[config.mk]
export PLATFORM = sky130hd
export DESIGN_NAME = cond_wb_unit_flat
export DESIGN_NICKNAME = d
export VERILOG_FILES = /design/src/rtl/cond_wb_unit_pkg.sv /design/src/rtl/cond_wb_unit_if.sv /design/src/rtl/cond_wb_unit_cond_check.sv /design/src/rtl/cond_wb_unit.sv /design/src/flat_wrapper.sv
export SDC_FILE = /design/constraint.sdc
export NUM_CORES = 1
export LEC_CHECK = 0
export ABC_CLOCK_PERIOD_IN_PS = 4150
export BUFFER_PORTS_ARGS = -buffer_cell sky130_fd_sc_hd__buf_2
export CAP_MARGIN = 40
export CORE_MARGIN = 3
export CORE_UTILIZATION = 52
export CTS_BUF_LIST = sky130_fd_sc_hd__clkbuf_4 sky130_fd_sc_hd__clkbuf_8
export DETAILED_ROUTE_END_ITERATION = 6
export GPL_TIMING_DRIVEN = 0
export PLACE_DENSITY = 0.93
export REMOVE_ABC_BUFFERS = 1
export SETUP_SLACK_MARGIN = 0.5
export SYNTH_ARGS = -nofsm -noshare
export SYNTH_HDL_FRONTEND = slang
export SYNTH_HIERARCHICAL = 1
export SYNTH_SLANG_ARGS = --single-unit
[constraint.sdc]
create_clock -name clk -period 4.15 [get_ports clk]
set_input_delay 0.415 -clock clk [delete_from_list [all_inputs] [get_ports clk]]
set_output_delay 0.415 -clock clk [all_outputs]
set_load 0.01 [all_outputs]
[src/rtl/cond_wb_unit_pkg.sv]
// cond_wb_unit_pkg: shared definitions for the condition/writeback unit.
//   - ARM condition-field encodings (COND_EQ .. COND_AL, COND_NV)
//   - writeback FSM state type (IDLE, ISSUE, HI)
//   - bit positions inside the {Q,N,Z,C,V} ALU flag vector; the same
//     N/Z/C/V positions apply to the 4-bit stored NZCV vector
package cond_wb_unit_pkg;

   localparam logic [3:0] COND_EQ = 4'b0000;
   localparam logic [3:0] COND_NE = 4'b0001;
   localparam logic [3:0] COND_CS = 4'b0010;
   localparam logic [3:0] COND_CC = 4'b0011;
   localparam logic [3:0] COND_MI = 4'b0100;
   localparam logic [3:0] COND_PL = 4'b0101;
   localparam logic [3:0] COND_VS = 4'b0110;
   localparam logic [3:0] COND_VC = 4'b0111;
   localparam logic [3:0] COND_HI = 4'b1000;
   localparam logic [3:0] COND_LS = 4'b1001;
   localparam logic [3:0] COND_GE = 4'b1010;
   localparam logic [3:0] COND_LT = 4'b1011;
   localparam logic [3:0] COND_GT = 4'b1100;
   localparam logic [3:0] COND_LE = 4'b1101;
   localparam logic [3:0] COND_AL = 4'b1110;
   localparam logic [3:0] COND_NV = 4'b1111;

   localparam int unsigned FLG_Q = 4;
   localparam int unsigned FLG_N = 3;
   localparam int unsigned FLG_Z = 2;
   localparam int unsigned FLG_C = 1;
   localparam int unsigned FLG_V = 0;

   typedef enum logic [1:0] {
      IDLE  = 2'd0,
      ISSUE = 2'd1,
      HI    = 2'd2
   } wb_state_t;

endpackage

[src/rtl/cond_wb_unit_if.sv]
// cond_wb_unit_if: execute-stage flag/result bus into the condition and
// writeback unit, plus the gated strobes and flag state coming back.
//   master : execute stage / ALU side (drives Valid, Cond, ALUFlags, FlagW,
//            PCS, RegW, MemW, NoWrite, LongW, Result, Result2, QClr)
//   slave  : cond_wb_unit (drives PCSrc, RegWrite, MemWrite, WBData,
//            WBSelHi, Busy, CurrCarry, Flags, QFlag)
interface cond_wb_unit_if #(parameter int unsigned DW = 32);

   logic          Valid;
   logic [3:0]    Cond;
   logic [4:0]    ALUFlags;
   logic [1:0]    FlagW;
   logic          PCS;
   logic          RegW;
   logic          MemW;
   logic          NoWrite;
   logic          LongW;
   logic [DW-1:0] Result;
   logic [DW-1:0] Result2;
   logic          QClr;

   logic          PCSrc;
   logic          RegWrite;
   logic          MemWrite;
   logic [DW-1:0] WBData;
   logic          WBSelHi;
   logic          Busy;
   logic          CurrCarry;
   logic [3:0]    Flags;
   logic          QFlag;

   modport master (
      output Valid, Cond, ALUFlags, FlagW, PCS, RegW, MemW, NoWrite, LongW,
             Result, Result2, QClr,
      input  PCSrc, RegWrite, MemWrite, WBData, WBSelHi, Busy, CurrCarry,
             Flags, QFlag
   );

   modport slave (
      input  Valid, Cond, ALUFlags, FlagW, PCS, RegW, MemW, NoWrite, LongW,
             Result, Result2, QClr,
      output PCSrc, RegWrite, MemWrite, WBData, WBSelHi, Busy, CurrCarry,
             Flags, QFlag
   );

endinterface

[src/rtl/cond_wb_unit_cond_check.sv]
// cond_check: combinational ARM condition evaluation.
//   Cond_i     : 4-bit condition field
//   Nzcv_i     : stored flags {N,Z,C,V}
//   CondTrue_o : 1 when the instruction should execute (NV never executes)
module cond_check
   import cond_wb_unit_pkg::*;
(
   input  logic [3:0] Cond_i,
   input  logic [3:0] Nzcv_i,
   output logic       CondTrue_o
);

   logic n, z, c, v;

   assign n = Nzcv_i[FLG_N];
   assign z = Nzcv_i[FLG_Z];
   assign c = Nzcv_i[FLG_C];
   assign v = Nzcv_i[FLG_V];

   always_comb begin
      CondTrue_o = 1'b0;
      case (Cond_i)
         COND_EQ: CondTrue_o = z;
         COND_NE: CondTrue_o = ~z;
         COND_CS: CondTrue_o = c;
         COND_CC: CondTrue_o = ~c;
         COND_MI: CondTrue_o = n;
         COND_PL: CondTrue_o = ~n;
         COND_VS: CondTrue_o = v;
         COND_VC: CondTrue_o = ~v;
         COND_HI: CondTrue_o = c & ~z;
         COND_LS: CondTrue_o = ~c | z;
         COND_GE: CondTrue_o = (n == v);
         COND_LT: CondTrue_o = (n != v);
         COND_GT: CondTrue_o = ~z & (n == v);
         COND_LE: CondTrue_o = z | (n != v);
         COND_AL: CondTrue_o = 1'b1;
         default: CondTrue_o = 1'b0;
      endcase
   end

endmodule

[src/rtl/cond_wb_unit.sv]
// cond_wb_unit: holds NZCV (and optionally sticky Q), gates PC/register/
// memory writes by the condition field, and sequences two-cycle writeback
// of 64-bit results ({Result2, Result}).
//   clk, reset : clock, synchronous active-high reset
//   bus        : cond_wb_unit_if.slave (execute inputs, gated strobes,
//                WBData/WBSelHi, Busy, CurrCarry, Flags, QFlag)
// Optional build macro QFLAG_STICKY_EN: when defined, a sticky Q register is
// kept (set by executed Q results, cleared by QClr, set wins); when
// undefined QFlag is 0 and ALUFlags[4]/QClr are ignored.
module cond_wb_unit
   import cond_wb_unit_pkg::*;
#(
   parameter int unsigned DW = 32
) (
   input  logic           clk,
   input  logic           reset,
   cond_wb_unit_if.slave  bus
);

   wb_state_t     state_q;
   logic [3:0]    flags_q;
   logic          long_q;
   logic [DW-1:0] result2_q;
   logic          pcsrc_q;
   logic          regwrite_q;
   logic          memwrite_q;
   logic [DW-1:0] wbdata_q;
   logic          wbselhi_q;

   logic cond_true;
   logic busy;
   logic accept;
   logic cond_ex;
   logic long_d;

   // Condition is judged on the stored flags, never on this cycle's ALU flags.
   cond_check u_cond_check (
      .Cond_i     (bus.Cond),
      .Nzcv_i     (flags_q),
      .CondTrue_o (cond_true)
   );

   assign busy    = (state_q == ISSUE) & long_q;
   assign accept  = bus.Valid & ~busy;
   assign cond_ex = cond_true & accept;
   assign long_d  = bus.LongW & bus.RegW & ~bus.NoWrite & cond_ex;

   // Output registers are loaded on the edge entering a state, so they show
   // the ISSUE/HI values for exactly the cycle spent in that state.
   always_ff @(posedge clk) begin
      if (reset) begin
         state_q    <= IDLE;
         flags_q    <= '0;
         long_q     <= 1'b0;
         result2_q  <= '0;
         pcsrc_q    <= 1'b0;
         regwrite_q <= 1'b0;
         memwrite_q <= 1'b0;
         wbdata_q   <= '0;
         wbselhi_q  <= 1'b0;
      end else begin
         if (cond_ex) begin
            if (bus.FlagW[1]) begin
               flags_q[FLG_N] <= bus.ALUFlags[FLG_N];
               flags_q[FLG_Z] <= bus.ALUFlags[FLG_Z];
            end
            if (bus.FlagW[0]) begin
               flags_q[FLG_C] <= bus.ALUFlags[FLG_C];
               flags_q[FLG_V] <= bus.ALUFlags[FLG_V];
            end
         end

         if (busy) begin
            // Second half of a long write; accept is 0 here by construction.
            state_q    <= HI;
            long_q     <= 1'b0;
            pcsrc_q    <= 1'b0;
            regwrite_q <= 1'b1;
            memwrite_q <= 1'b0;
            wbdata_q   <= result2_q;
            wbselhi_q  <= 1'b1;
         end else if (accept) begin
            state_q    <= ISSUE;
            long_q     <= long_d;
            result2_q  <= bus.Result2;
            pcsrc_q    <= bus.PCS & cond_ex;
            regwrite_q <= bus.RegW & ~bus.NoWrite & cond_ex;
            memwrite_q <= bus.MemW & cond_ex;
            wbdata_q   <= bus.Result;
            wbselhi_q  <= 1'b0;
         end else begin
            state_q    <= IDLE;
            long_q     <= 1'b0;
            pcsrc_q    <= 1'b0;
            regwrite_q <= 1'b0;
            memwrite_q <= 1'b0;
            wbdata_q   <= '0;
            wbselhi_q  <= 1'b0;
         end
      end
   end

`ifdef QFLAG_STICKY_EN
   logic q_q;

   always_ff @(posedge clk) begin
      if (reset) begin
         q_q <= 1'b0;
      end else if (cond_ex & bus.ALUFlags[FLG_Q]) begin
         q_q <= 1'b1;
      end else if (bus.QClr) begin
         q_q <= 1'b0;
      end
   end

   assign bus.QFlag = q_q;
`else
   logic unused_q_inputs;
   assign unused_q_inputs = bus.ALUFlags[FLG_Q] ^ bus.QClr;
   assign bus.QFlag = 1'b0;
`endif

   assign bus.PCSrc     = pcsrc_q;
   assign bus.RegWrite  = regwrite_q;
   assign bus.MemWrite  = memwrite_q;
   assign bus.WBData    = wbdata_q;
   assign bus.WBSelHi   = wbselhi_q;
   assign bus.Busy      = busy;
   assign bus.CurrCarry = flags_q[FLG_C];
   assign bus.Flags     = flags_q;

endmodule

[src/flat_wrapper.sv]
// flat-port wrapper written by rule: the top's interface ports become plain ports
module cond_wb_unit_flat import cond_wb_unit_pkg::*;
#(
   parameter int unsigned DW = 32
)
  (clk, reset, bus_Valid, bus_Cond, bus_ALUFlags, bus_FlagW, bus_PCS, bus_RegW, bus_MemW, bus_NoWrite, bus_LongW, bus_Result, bus_Result2, bus_QClr, bus_PCSrc, bus_RegWrite, bus_MemWrite, bus_WBData, bus_WBSelHi, bus_Busy, bus_CurrCarry, bus_Flags, bus_QFlag);
  cond_wb_unit_if #(.DW(DW)) bus_i ();
  input  logic clk;
  input  logic reset;
  input wire logic [$bits(bus_i.Valid)-1:0] bus_Valid;
  input wire logic [$bits(bus_i.Cond)-1:0] bus_Cond;
  input wire logic [$bits(bus_i.ALUFlags)-1:0] bus_ALUFlags;
  input wire logic [$bits(bus_i.FlagW)-1:0] bus_FlagW;
  input wire logic [$bits(bus_i.PCS)-1:0] bus_PCS;
  input wire logic [$bits(bus_i.RegW)-1:0] bus_RegW;
  input wire logic [$bits(bus_i.MemW)-1:0] bus_MemW;
  input wire logic [$bits(bus_i.NoWrite)-1:0] bus_NoWrite;
  input wire logic [$bits(bus_i.LongW)-1:0] bus_LongW;
  input wire logic [$bits(bus_i.Result)-1:0] bus_Result;
  input wire logic [$bits(bus_i.Result2)-1:0] bus_Result2;
  input wire logic [$bits(bus_i.QClr)-1:0] bus_QClr;
  output wire logic [$bits(bus_i.PCSrc)-1:0] bus_PCSrc;
  output wire logic [$bits(bus_i.RegWrite)-1:0] bus_RegWrite;
  output wire logic [$bits(bus_i.MemWrite)-1:0] bus_MemWrite;
  output wire logic [$bits(bus_i.WBData)-1:0] bus_WBData;
  output wire logic [$bits(bus_i.WBSelHi)-1:0] bus_WBSelHi;
  output wire logic [$bits(bus_i.Busy)-1:0] bus_Busy;
  output wire logic [$bits(bus_i.CurrCarry)-1:0] bus_CurrCarry;
  output wire logic [$bits(bus_i.Flags)-1:0] bus_Flags;
  output wire logic [$bits(bus_i.QFlag)-1:0] bus_QFlag;
  assign bus_i.Valid = bus_Valid;
  assign bus_i.Cond = bus_Cond;
  assign bus_i.ALUFlags = bus_ALUFlags;
  assign bus_i.FlagW = bus_FlagW;
  assign bus_i.PCS = bus_PCS;
  assign bus_i.RegW = bus_RegW;
  assign bus_i.MemW = bus_MemW;
  assign bus_i.NoWrite = bus_NoWrite;
  assign bus_i.LongW = bus_LongW;
  assign bus_i.Result = bus_Result;
  assign bus_i.Result2 = bus_Result2;
  assign bus_i.QClr = bus_QClr;
  assign bus_PCSrc = bus_i.PCSrc;
  assign bus_RegWrite = bus_i.RegWrite;
  assign bus_MemWrite = bus_i.MemWrite;
  assign bus_WBData = bus_i.WBData;
  assign bus_WBSelHi = bus_i.WBSelHi;
  assign bus_Busy = bus_i.Busy;
  assign bus_CurrCarry = bus_i.CurrCarry;
  assign bus_Flags = bus_i.Flags;
  assign bus_QFlag = bus_i.QFlag;
  cond_wb_unit #(.DW(DW)) u_core (.clk(clk), .reset(reset), .bus(bus_i));
endmodule
==> reports/qor.txt <==
status = finished, final reports clean
via count = 2548
Post-Syn Area per Cell = 9.81 µm²
detailed-route wire length = 7020 µm
Hold Fails Final Rpt = 0
Ant. Diodes = 0
CTS Buf Count = 9
initial antenna violation count = 0
Mapped Area = 2780 µm²
fin util = 0.732
Slew Limit Fails = 0
initial core utilization = 0.562
CP required = 3.73 ns
Worst Reg-to-Reg Cells = 5
area grow syn2layout = 30.3%
vias per cell = 5.52
Synth area leader = dfxtp_1
Most used DFF post-synth = dfxtp_1
Yosys warning total = 6
Final Non-Filler Cells = 462
CP Launch Type = flip-flop
PortBufs = 123
share of the yosys chip area belonging to registers = 0.534
Post-synth EDFFs = 0
wire per inst = 15.2 µm
Hold Path Stages = 2
largest net degree at the start of global routing = 43
top cells by count, synth = dfxtp_1 (74), a21oi_1 (35), nand3_1 (34)
vias in the first global route = 2474
setup repair bufs after CTS = 0
HPWL after DPL = 4570 µm
WHS Endpoint = u_core/bus.WBData[31]
share of cells above drive strength 1 = 0.375
CP Class = flip-flop to primary output
# resized after CTS = 0
Post-CTS Hold Buffers = 0
setup ws final = 1.81 ns
Pwr Density = 429 nW/µm²
Yosys cell types = 36
RR Startpoint = u_core/state_q[1]
largest cells by area after synthesis = dfxtp_1 (53%), a22o_1 (10%), a21oi_1 (6.3%)
clk buf depth = 2
CP max FO = 36
register bit total from synthesis = 74
row cnt = 25
Filler cells = 383
Clock Latency Late Sink = 0.32 ns
Sink Count = 74
core area = 4940 µm²
RSZ-0062 raised after global routing = false
antenna-violating nets left = 0
crit path capture type = primary output
Reg-to-Reg End = u_core/long_q
NumNets Final = 475
fin crit share = 0.565
routability cong. = 0.851
clk_skew = 0.00682 ns
Die H = 79.1 µm
Post-synth ARST share = 0
fmax = 427 MHz
Die Wd = 79.1 µm
reg2reg setup slack = 1.88 ns
Starting DRT DRC Count = 112
placed insts = 447
final setup vio count = 0
HP Start = bus_Result[31]
Die ar. = 6250 µm²
drt first pass iters = 4
post-placement setup slack = 1.67 ns
H-tree level count = 3
Fin Hold WS = 0.302 ns
VDD IR max = 0.288 mV
Mapped Cells = 283
CP arrival = 1.93 ns
Root Buffer Master = clkbuf_8
first-pass GRT wire length = 11200 µm
Worst-path clk slew = 0.08 ns
Lkg Pwr = 1.71 nW
setup TNS = 0 ns
CTS tree = done
Total GRT Usage = 0.223
Hold/Removal Path Class = input pin to flip-flop
top-count cell post-synth = dfxtp_1
GR Overflow Total = 0
Tmin final = 2.34 ns
Worst-Margin Slew = 0.812 ns
Max Cap Viol = 0
post-synth top area share = 0.534
Worst slew margin = 0.458
Post-route DRC = 0
I/O Pins = 127
==> per-layer routing <==
| layer | track usage | part of all wire | up-vias |
|---|---|---|---|
| li1 | - | - | 1242 |
| met4 | 0.0773 | 0.011 | 0 |
| met1 | 0.254 | 0.39 | 1179 |
| met2 | 0.396 | 0.50 | 119 |
| met5 | 0 | 0 | - |
| met3 | 0.0658 | 0.10 | 8 |
==> cell families (layout without fill, tap and decap cells) <==
logic type	after synthesis	in the layout	share of synthesized area
AO/OA/AOI/OAI	108	108	0.247
XOR/XNOR	2	2	0.00902
buffers and inverters	30	142	0.0572
flip-flops	74	74	0.534
multiplexers	5	5	0.0198
other	1	1	0.00135
AND/OR/NAND/NOR	63	63	0.132
==> layout make-up <==
class                   count  area [µm²]  area share
clock buffers              10         131      0.0363
clock inverters             5         104      0.0287
inverters                   2        10.0     0.00277
multi-input cells         179        1140       0.314
flip-flops and latches     74        1480       0.410
well taps                  67        83.8      0.0232
repair buffers            125         671       0.185
==> where the power goes <==
group          internal, mW  switching (mW)
clock                 0.403           0.241
combinational        0.0733          0.0748
sequential            0.743          0.0149
total                  1.22           0.331
==> worst max-delay path: stages, from the launching register on <==
cell,delay (ns)
dfxtp_1,0.31
nand3b_4,0.43
inv_2,0.61
buf_2,0.24
==> how the worst max path moves through the flow <==
| stage | startpoint | to | slack, ns | depth (start not counted) |
|---|---|---|---|---|
| final | u_core/state_q[1] | bus_Busy | 1.81 | 3 |
| after global routing | u_core/state_q[1] | bus_Busy | 1.69 | 3 |
| after CTS | u_core/state_q[1] | bus_Busy | 1.81 | 3 |
| after detailed placement | bus_Valid | u_core/long_q | 1.67 | 5 |
| after global placement | bus_Valid | u_core/long_q | 1.41 | 4 |
| after floorplan | u_core/state_q[1] | u_core/long_q | 2.18 | 4 |
==> registers in the layout, summed over array words and instances, names as in the netlist <==
register             count
u_core/state_q           2
u_core/bus.WBData       32
u_core/bus.PCSrc         1
u_core/bus.MemWrite      1
u_core/bus.RegWrite      1
u_core/result2_q        32
u_core/long_q            1
u_core/bus.Flags         4
==> through the flow <==
stage | instance area (µm²) | power, mW
floorplan | 2630 | 0.837
global placement | 3330 | 0.911
detailed placement | 3380 | 0.921
CTS | 3620 | 1.56
global route | 3620 | 1.61
finish | 3620 | 1.55
==> cell usage in the layout (no fill, tap or decap), drive strengths merged, types with 2 or more instances in the layout <==
| master | synthesis | routed |
|---|---|---|
| inv | 2 | 2 |
| nor2 | 5 | 5 |
| mux2i | 4 | 4 |
| nand2 | 2 | 2 |
| buf | 14 | 125 |
| dfxtp | 74 | 74 |
| clkbuf | 14 | 10 |
| a21oi | 35 | 35 |
| bufinv | 0 | 3 |
| a211o | 2 | 2 |
| nor3 | 3 | 3 |
| o211ai | 2 | 2 |
| o21ai | 32 | 32 |
| nand2b | 10 | 10 |
| nor2b | 2 | 2 |
| and3 | 2 | 2 |
| a22o | 32 | 32 |
| clkinv | 0 | 2 |
| nand3 | 34 | 34 |
Power figures use the tool's default switching activity.
